## config.mk

```make
export PLATFORM = sky130hd
export DESIGN_NAME = pe_feed_scheduler_flat
export DESIGN_NICKNAME = d
export VERILOG_FILES = /design/src/rtl/pe_feed_if.sv /design/src/rtl/pe_feed_scheduler.sv /design/src/flat_wrapper.sv
export SDC_FILE = /design/constraint.sdc
export NUM_CORES = 1
export LEC_CHECK = 0
export CAP_MARGIN = 25
export CELL_PAD_IN_SITES_DETAIL_PLACEMENT = 0
export CELL_PAD_IN_SITES_GLOBAL_PLACEMENT = 2
export CORE_AREA = 2 2 150 152
export DETAILED_ROUTE_END_ITERATION = 8
export DIE_AREA = 0 0 152 154
export PLACE_DENSITY_LB_ADDON = 0.2
export SYNTH_ARGS = -nofsm -noshare
export SYNTH_HDL_FRONTEND = slang
export SYNTH_SLANG_ARGS = --single-unit
```

## constraint.sdc

```tcl
create_clock -name clk -period 5.2 [get_ports clk]
set_input_delay 1.04 -clock clk [delete_from_list [all_inputs] [get_ports clk]]
set_output_delay 1.04 -clock clk [all_outputs]
set_load 0.1 [all_outputs]
```

## src/rtl/pe_feed_if.sv

```systemverilog
// rtl/pe_feed_if.sv - SRAM read, PE buffer push and PE handshake bundle for pe_feed_scheduler
interface pe_feed_if #(
    parameter int DATA_WIDTH = 32,
    parameter int ADDR_WIDTH = 8
);
    logic                    filt_rd_en;
    logic [ADDR_WIDTH-1:0]   filt_rd_addr;
    logic [DATA_WIDTH-1:0]   filt_rd_data;
    logic                    ifm_rd_en;
    logic [ADDR_WIDTH-1:0]   ifm_rd_addr;
    logic [DATA_WIDTH-1:0]   ifm_rd_data;
    logic                    filt_wr_en;
    logic [DATA_WIDTH-1:0]   filt_wr_data;
    logic                    filt_full;
    logic                    ifm_wr_en;
    logic [DATA_WIDTH+1:0]   ifm_wr_data;
    logic                    ifm_full;
    logic                    pe_start;
    logic                    pe_done;

    modport master (
        output filt_rd_en, filt_rd_addr, input filt_rd_data,
        output ifm_rd_en, ifm_rd_addr, input ifm_rd_data,
        output filt_wr_en, filt_wr_data, input filt_full,
        output ifm_wr_en, ifm_wr_data, input ifm_full,
        output pe_start, input pe_done
    );

    modport slave (
        input filt_rd_en, filt_rd_addr, output filt_rd_data,
        input ifm_rd_en, ifm_rd_addr, output ifm_rd_data,
        input filt_wr_en, filt_wr_data, output filt_full,
        input ifm_wr_en, ifm_wr_data, output ifm_full,
        input pe_start, output pe_done
    );
endinterface

```

## src/rtl/pe_feed_scheduler.sv

```systemverilog
// rtl/pe_feed_scheduler.sv - Eyeriss PE feed sequencer: filter/ifmap fetch, row tagging, PE start/done
// Optional STALL_CNT_EN adds the stall_cycles output counting full-blocked load cycles.
module pe_feed_scheduler #(
    parameter int DATA_WIDTH  = 32,
    parameter int ADDR_WIDTH  = 8,
    parameter int FSIZE_WIDTH = 4,
    parameter int ROWS_WIDTH  = 4
) (
    input  logic                   clk,
    input  logic                   rst,
    input  logic                   start,
    input  logic [FSIZE_WIDTH-1:0] filter_size,
    input  logic [ADDR_WIDTH-1:0]  ifmap_len,
    input  logic [ROWS_WIDTH-1:0]  num_rows,
    pe_feed_if.master              bus,
    output logic                   busy,
    output logic                   done
`ifdef STALL_CNT_EN
    ,
    output logic [15:0]            stall_cycles
`endif
);
    localparam logic [2:0] S_IDLE   = 3'd0;
    localparam logic [2:0] S_PSTART = 3'd1;
    localparam logic [2:0] S_LDFILT = 3'd2;
    localparam logic [2:0] S_LDROW  = 3'd3;
    localparam logic [2:0] S_WAITPE = 3'd4;
    localparam logic [2:0] S_DONE   = 3'd5;

    logic [2:0]             state_q;
    logic [FSIZE_WIDTH-1:0] fsize_q;
    logic [ADDR_WIDTH-1:0]  ilen_q;
    logic [ROWS_WIDTH-1:0]  rows_q;
    logic [ROWS_WIDTH-1:0]  row_q;
    logic [ADDR_WIDTH-1:0]  base_q;
    logic [ADDR_WIDTH-1:0]  issued_q;
    logic [ADDR_WIDTH-1:0]  written_q;
    logic                   pend_q;
    logic                   skid_vld_q;
    logic [DATA_WIDTH-1:0]  skid_q;
    logic                   done_q;

    logic                   ld_filt;
    logic                   ld_row;
    logic                   loading;
    logic                   cur_full;
    logic [ADDR_WIDTH-1:0]  cur_len;
    logic                   issue;
    logic                   wr;
    logic                   last_wr;
    logic                   zero_cfg;
    logic [DATA_WIDTH-1:0]  rd_word;
    logic [DATA_WIDTH-1:0]  wr_word;

    assign ld_filt  = (state_q == S_LDFILT);
    assign ld_row   = (state_q == S_LDROW);
    assign loading  = ld_filt | ld_row;
    assign cur_full = ld_filt ? bus.filt_full : bus.ifm_full;
    assign cur_len  = ld_filt ? ADDR_WIDTH'(fsize_q) : ilen_q;
    assign zero_cfg = (filter_size == '0) || (ifmap_len == '0) || (num_rows == '0);

    // Only one load path is active at a time, so a single read pipeline and skid slot serve both.
    assign issue   = loading && !cur_full && !skid_vld_q && (issued_q != cur_len);
    assign rd_word = ld_filt ? bus.filt_rd_data : bus.ifm_rd_data;
    assign wr      = loading && !cur_full && (skid_vld_q || pend_q);
    assign wr_word = skid_vld_q ? skid_q : rd_word;
    assign last_wr = wr && (written_q == cur_len - ADDR_WIDTH'(1));

    assign bus.filt_rd_en   = issue && ld_filt;
    assign bus.filt_rd_addr = (issue && ld_filt) ? issued_q : '0;
    assign bus.ifm_rd_en    = issue && ld_row;
    assign bus.ifm_rd_addr  = (issue && ld_row) ? (base_q + issued_q) : '0;
    assign bus.filt_wr_en   = wr && ld_filt;
    assign bus.filt_wr_data = (wr && ld_filt) ? wr_word : '0;
    assign bus.ifm_wr_en    = wr && ld_row;
    assign bus.ifm_wr_data  = (wr && ld_row) ? {(written_q == '0), last_wr, wr_word} : '0;
    assign bus.pe_start     = (state_q == S_PSTART);
    assign busy             = (state_q != S_IDLE);
    assign done             = done_q;

    always_ff @(posedge clk or negedge rst) begin
        if (!rst) begin
            state_q    <= S_IDLE;
            fsize_q    <= '0;
            ilen_q     <= '0;
            rows_q     <= '0;
            row_q      <= '0;
            base_q     <= '0;
            issued_q   <= '0;
            written_q  <= '0;
            pend_q     <= 1'b0;
            skid_vld_q <= 1'b0;
            skid_q     <= '0;
            done_q     <= 1'b0;
        end else begin
            done_q <= (state_q == S_DONE);
            pend_q <= issue;
            if (issue) issued_q <= issued_q + ADDR_WIDTH'(1);
            if (wr) written_q <= written_q + ADDR_WIDTH'(1);
            // Data returning into a full buffer parks here; no new read is issued until it drains.
            if (loading && cur_full && pend_q) begin
                skid_vld_q <= 1'b1;
                skid_q     <= rd_word;
            end else if (wr) begin
                skid_vld_q <= 1'b0;
            end

            case (state_q)
                S_IDLE: begin
                    if (start) begin
                        fsize_q <= filter_size;
                        ilen_q  <= ifmap_len;
                        rows_q  <= num_rows;
                        row_q   <= '0;
                        base_q  <= '0;
                        state_q <= zero_cfg ? S_DONE : S_PSTART;
                    end
                end
                S_PSTART: begin
                    issued_q  <= '0;
                    written_q <= '0;
                    state_q   <= S_LDFILT;
                end
                S_LDFILT: begin
                    if (last_wr) begin
                        issued_q  <= '0;
                        written_q <= '0;
                        state_q   <= S_LDROW;
                    end
                end
                S_LDROW: begin
                    if (last_wr) state_q <= S_WAITPE;
                end
                S_WAITPE: begin
                    if (bus.pe_done) begin
                        if (row_q == rows_q - ROWS_WIDTH'(1)) begin
                            state_q <= S_DONE;
                        end else begin
                            row_q   <= row_q + ROWS_WIDTH'(1);
                            base_q  <= base_q + ilen_q;
                            state_q <= S_PSTART;
                        end
                    end
                end
                S_DONE:  state_q <= S_IDLE;
                default: state_q <= S_IDLE;
            endcase
        end
    end

`ifdef STALL_CNT_EN
    logic [15:0] stall_q;

    always_ff @(posedge clk or negedge rst) begin
        if (!rst) begin
            stall_q <= '0;
        end else if ((state_q == S_IDLE) && start) begin
            stall_q <= '0;
        end else if (loading && cur_full && (stall_q != 16'hFFFF)) begin
            stall_q <= stall_q + 16'd1;
        end
    end

    assign stall_cycles = stall_q;
`endif
endmodule

```

## src/flat_wrapper.sv

```systemverilog
// flat-port wrapper written by rule: the top's interface ports become plain ports
module pe_feed_scheduler_flat 
#(
    parameter int DATA_WIDTH  = 32,
    parameter int ADDR_WIDTH  = 8,
    parameter int FSIZE_WIDTH = 4,
    parameter int ROWS_WIDTH  = 4
)
  (clk, rst, start, filter_size, ifmap_len, num_rows, busy, done, bus_filt_rd_en, bus_filt_rd_addr, bus_filt_rd_data, bus_ifm_rd_en, bus_ifm_rd_addr, bus_ifm_rd_data, bus_filt_wr_en, bus_filt_wr_data, bus_filt_full, bus_ifm_wr_en, bus_ifm_wr_data, bus_ifm_full, bus_pe_start, bus_pe_done);
  pe_feed_if #(.DATA_WIDTH(DATA_WIDTH), .ADDR_WIDTH(ADDR_WIDTH)) bus_i ();
  input  logic clk;
  input  logic rst;
  input  logic start;
  input  logic [FSIZE_WIDTH-1:0] filter_size;
  input  logic [ADDR_WIDTH-1:0] ifmap_len;
  input  logic [ROWS_WIDTH-1:0] num_rows;
  output logic busy;
  output logic done;
  output wire logic [$bits(bus_i.filt_rd_en)-1:0] bus_filt_rd_en;
  output wire logic [$bits(bus_i.filt_rd_addr)-1:0] bus_filt_rd_addr;
  input wire logic [$bits(bus_i.filt_rd_data)-1:0] bus_filt_rd_data;
  output wire logic [$bits(bus_i.ifm_rd_en)-1:0] bus_ifm_rd_en;
  output wire logic [$bits(bus_i.ifm_rd_addr)-1:0] bus_ifm_rd_addr;
  input wire logic [$bits(bus_i.ifm_rd_data)-1:0] bus_ifm_rd_data;
  output wire logic [$bits(bus_i.filt_wr_en)-1:0] bus_filt_wr_en;
  output wire logic [$bits(bus_i.filt_wr_data)-1:0] bus_filt_wr_data;
  input wire logic [$bits(bus_i.filt_full)-1:0] bus_filt_full;
  output wire logic [$bits(bus_i.ifm_wr_en)-1:0] bus_ifm_wr_en;
  output wire logic [$bits(bus_i.ifm_wr_data)-1:0] bus_ifm_wr_data;
  input wire logic [$bits(bus_i.ifm_full)-1:0] bus_ifm_full;
  output wire logic [$bits(bus_i.pe_start)-1:0] bus_pe_start;
  input wire logic [$bits(bus_i.pe_done)-1:0] bus_pe_done;
  assign bus_filt_rd_en = bus_i.filt_rd_en;
  assign bus_filt_rd_addr = bus_i.filt_rd_addr;
  assign bus_i.filt_rd_data = bus_filt_rd_data;
  assign bus_ifm_rd_en = bus_i.ifm_rd_en;
  assign bus_ifm_rd_addr = bus_i.ifm_rd_addr;
  assign bus_i.ifm_rd_data = bus_ifm_rd_data;
  assign bus_filt_wr_en = bus_i.filt_wr_en;
  assign bus_filt_wr_data = bus_i.filt_wr_data;
  assign bus_i.filt_full = bus_filt_full;
  assign bus_ifm_wr_en = bus_i.ifm_wr_en;
  assign bus_ifm_wr_data = bus_i.ifm_wr_data;
  assign bus_i.ifm_full = bus_ifm_full;
  assign bus_pe_start = bus_i.pe_start;
  assign bus_i.pe_done = bus_pe_done;
  pe_feed_scheduler #(.DATA_WIDTH(DATA_WIDTH), .ADDR_WIDTH(ADDR_WIDTH), .FSIZE_WIDTH(FSIZE_WIDTH), .ROWS_WIDTH(ROWS_WIDTH)) u_core (.clk(clk), .rst(rst), .start(start), .filter_size(filter_size), .ifmap_len(ifmap_len), .num_rows(num_rows), .bus(bus_i), .busy(busy), .done(done));
endmodule
```

---- Word-level counts from Yosys, hierarchy flattened ----
Cells that the tools add are included.
storage, ports and cells
  register bits after elaboration ......... 82
  bits of input ports ..................... 86
  word-level logic and storage cells ...... 91
cells by class
  add/subtract/negate cells ............... 7
  equality and inequality tests ........... 13
  multiplexer cells ....................... 31
  bitwise gates (word level) .............. 1
  reduce and logical (&&, ||, !) cells .... 27
operators by type and width
  operator                                             number
  two-way mux 32 bit                                   3
  two-way mux 8 bit                                    10
  one-hot mux 8 bit (2 select lines)                   3
  two-way mux 34 bit                                   1
  two-way mux 3 bit                                    6
  adder 8 x 1 -> 8 bit, second input constant          2
  adder 8 bit                                          2
  zero test 8 bit                                      2
  one-hot mux 3 bit (5 select lines)                   1
  two-way mux 4 bit                                    3
  logical AND 1 bit                                    11
  inequality test 2 bit, second input constant         5
  equality test 8 bit                                  1
  zero test 4 bit                                      2
  inequality test 8 bit                                1
  one-hot mux 4 bit (2 select lines)                   1
  AND reduction 4 bit                                  2
  subtractor 8 x 1 -> 8 bit, second input constant     1
  equality test 3 x 2 -> 1 bit, second input constant  2
  equality test 3 bit, second input constant           2
  adder 4 x 1 -> 4 bit, second input constant          1
  equality test 4 bit                                  1
  nonzero test 2 bit                                   2
  subtractor 4 x 1 -> 4 bit, second input constant     1
  other kinds (8)                                      13

---- Logic depth before layout (Yosys ltp) ----
  depth after elaboration ................. 9
  mapped depth ............................ 14

---- Worst setup path before layout ----
OpenSTA, ideal clock, no wires.
  path kind ............................... flip-flop to output port
  from .................................... register u_core.state_q[2]
  to ...................................... output bus_ifm_wr_data[32]
  data arrival time ....................... 4.524 ns
  required time ........................... 4.160 ns
  setup slack ............................. -0.364 ns
  stages on the path, launching flop included .. 14
  buffers on the path ..................... 3
  path through ............................ dfrtp_1 -> clkbuf_1 -> nor3b_4 -> buf_4 -> clkbuf_1 -> mux2i_1 -> ha_1 -> nor3b_1 -> a21boi_0 -> a211oi_1 -> mux2_2 -> nor4_4 -> nand2_1 -> nor2_1
on the way
  word-level cells in the longest chain between the ends .. 7
RTL lines
  what                                                               line                      source
  start, declared                                                    pe_feed_scheduler.sv:30   logic [2:0] state_q;
  start signal, assigned                                             pe_feed_scheduler.sv:116  state_q <= zero_cfg ? S_DONE : S_PSTART;
  branches (longest 6 deep; another with subtractor 8 x 1 -> 8 bit)  --
  two-way mux 34 bit *                                               pe_feed_scheduler.sv:76   assign bus.ifm_wr_data = (wr && ld_row) ? {(written_q == '0), last_wr, wr_word} : '0;
  end, declared                                                      flat_wrapper.sv:29        output wire logic [$bits(bus_i.ifm_wr_data)-1:0] bus_ifm_wr_data;
Mark *: on every way between the ends.

---- Final worst setup path ----
Same ends and word-level chain as after synthesis.

==> metrics.yaml <==
dpl.cell_count: 1138
dp_hpwl_um: 14100
p_leak_nw: 3.89
die_x_um: 152
cts_made_buffers: 9
synth.distinct_cells: 65
die_h_um: 154
grt_remaining_overflow: 0
nFillCells: 2116
slowest_stage: "dfrtp_2"
p_int_w: 0.00267
synth.net_count: 827
skew_ns: 0.00938
ys_seq_area_frac: 0.340
synth-edff-count: 0
worstSkewPairLatency_ns: 0.35
critPathKind: "flip-flop to output port"
status: "completed"
yosysTopAreaCell: "dfrtp_1"
clkTransAtPathRegs_ns: 0.06
synth_area_um2: 6030
cp.required_ns: 4.16
cts_tree: "yes"
clock_sinks: 82
post-route-period-util: 0.949
worstSetupEndpointType: "output port"
remaining_drc_errors: 0
synth_top_area_share: 0.340
finalInstanceArea_um2: 9220
rsz0062_at_grt: "no"
drt_wl_total_um: 18900
p_clk_frac: 0.128
worstMarginPinSlew_ns: 0.985
boundaryPins: 175
cap_viol_max_count: 0
core-area_um2: 21700
cp_cell_sequence: "nor3b_4 > buf_4 > mux2i_1 > ha_1 > nor3b_4 > a21boi_0 > a211oi_1 > mux2_2 > nor4_4 > nand2_1 > nor2_2 > buf_12"
synth.most_common_cell: "nor2_1"
avgViaCountPerCell: 4.86
dp_slack_ns: 0.325
setup_violations: 0
slew_headroom: 0.344
drtIter0Drc: 217
power.density_nw_per_um2: 587
dr.pass1.iters: 4
post_synth.cell_area_avg_um2: 8.38
min_path_type: "flip-flop to flip-flop"
max_stage_delay_ns: 0.52
drive_gt1_frac: 0.170
startpoint_type: "flip-flop"
ys_ff_latch: 82
diodes: 0
syn_to_final_growth_pct: 52.9
hold_start: "u_core.skid_q[22]"
antenna_found_initial: 2
synth-async-reset-ratio: 1.00
grt_start_max_net_pins: 85
detail-route-antenna-nets: 0
rows: 54
synth_flop_cell: "dfrtp_1"
worst_slack_ns: 0.263
final_hold_viol_count: 0
ir_drop_uv: 327
synthTopCellsByArea: "dfrtp_1 34%, mux2i_1 12%, nor2_1 7.9%"
crit_top_cell: "nor3b_4"
crit_arrival_ns: 3.90
ctsLongestPathBuffers: 2
synthCells: 719
postPlaceCellArea_um2: 8870
reg2reg_slack_ns: 1.61
numPortBuffers: 174
start_util: 0.278
r2r_start: "u_core.state_q[2]"
crit_start: "u_core.state_q[2]"
grt_pass1_vias: 5747
root_buffer: "clkbuf_16"
tns_ns: 0
cts_hold_buf: 0
wl_per_cell_um: 16.3
final_cells: 1155
fmax_ghz: 0.203
globalplace.congestion: 0.834
p_switching_w: 0.00274
finalCriticalPeriod_ns: 4.94
comb_power_share: 0.632
layout.nets: 978
maxSlewViolCount: 0
fp.dieArea_um2: 23400
grt_pass1_wl_um: 30800
synth_top_cells_by_count: "127 x nor2_1, 82 x dfrtp_1, 72 x nand2_1"
totalPowerFinal_w: 0.00541
htree_levels: 3
vias: 5616
track_usage: 0.163
ys_warn_count: 0
crit_path_max_fanout: 18
p_sw_frac: 0.507
seq_power_share: 0.240
path summary, 6_finish.rpt:
check	endpoint	depth (start not counted)
worst min-delay path	u_core.skid_q[22]	2
max in group asynchronous	u_core.state_q[2]	2
worst max register to register	u_core.issued_q[4]	11
min in group asynchronous	u_core.ilen_q[4]	1
worst min register to register	u_core.skid_q[22]	2
worst max-delay path	bus_ifm_wr_data[32]	12
metal layers:
layer  global-route usage  up-vias  share of wire
li1                     -     2797              -
met2                0.269      142           0.47
met1                0.204     2657           0.45
met4               0.0325        4         0.0097
met5                    0        -         0.0014
met3               0.0614       16          0.073
layout by cell type, fill, tap and decap left out, types with 3 or more instances in the layout:
cell type        Yosys  final
a21boi_0             3      3
ha_1                20     20
and3_1              15     15
buf_4                1     12
or3_1                3      3
nor2_2               5      6
nor3_1               7      6
nand3_1              7      7
nand2_1             72     72
o21bai_1             5      5
a21o_1               4      4
and2_1               3      3
o21ai_0             47     47
clkbuf_16            0      9
clkdlybuf4s50_1      0     87
dfrtp_1             82     79
buf_12               1     87
xor2_1              14     14
xnor2_1             29     29
mux2_2              13     13
nand3b_1             3      3
o31ai_1              6      6
nor3b_1              4      3
inv_1               20     20
nor2_1             127    126
mux2i_1             70     69
nor4_1               4      4
nand4_1              8      8
nand2b_1             4      4
a21oi_1             57     57
worst max-delay path, delay by kind of cell, from the launching register on:
family | cells | cell delay, ns
AND/OR/NAND/NOR | 5 | 1.24
multiplexers | 2 | 0.60
flip-flops | 1 | 0.52
AO/OA/AOI/OAI | 2 | 0.46
buffers and inverters | 2 | 0.44
adder cells (fa/ha/maj) | 1 | 0.28
state kept, by name, summed over array words and instances (netlist names):
register	count
u_core.state_q	3
u_core.done	1
u_core.pend_q	1
u_core.issued_q	8
u_core.skid_q	32
u_core.row_q	4
u_core.skid_vld_q	1
u_core.base_q	8
u_core.rows_q	4
u_core.ilen_q	8
u_core.written_q	8
u_core.fsize_q	4
kinds of logic (layout without fill, tap and decap cells):
group           after synthesis  after routing  share of synthesized area
fa+ha+maj                    22             22                     0.0482
xor+xnor                     43             43                     0.0625
simple gates                271            271                      0.204
flops                        82             82                      0.340
compound gates              151            151                      0.156
mux                          83             83                      0.141
buf+inv                      67            223                     0.0486
final cells by class:
type                       instances  area [um^2]  area share
multi-input combinational        570         3710       0.402
timing repair buffer             186         2700       0.293
sequential                        82         2060       0.223
tap                              280          350      0.0380
clock buffer                      11          243      0.0263
inverter                          21         78.8     0.00855
clock inverter                     5         77.6     0.00842
metrics by stage:
| stage | hold slack [ns] | utilization |
|---|---|---|
| 5_1_grt | 0.543 | 0.425 |
| 3_5_place_dp | 0.502 | 0.409 |
| 3_3_place_gp | 0.488 | 0.409 |
| 6_report | 0.505 | 0.425 |
| 4_1_cts | 0.517 | 0.424 |
| 2_1_floorplan | 0.471 | - |
power groups by stage:
stage | combinational [W] | clock, W | sequential [W]
after floorplan | 0.00260 | 0 | 0.00110
after global placement | 0.00338 | 0 | 0.00130
after detailed placement | 0.00343 | 0 | 0.00130
after CTS | 0.00344 | 0.000717 | 0.00129
after global routing | 0.00371 | 0.000749 | 0.00135
final | 0.00342 | 0.000691 | 0.00130
timing repair:
action,4_1_cts,5_1_grt
cloned,0,0
buffers inserted,0,1
pin swaps,0,1
endpoints found under the setup margin,1,1
gates resized for setup,1,4
hold endpoints to repair,0,0
No activity file was read; power rests on OpenSTA's default activity.
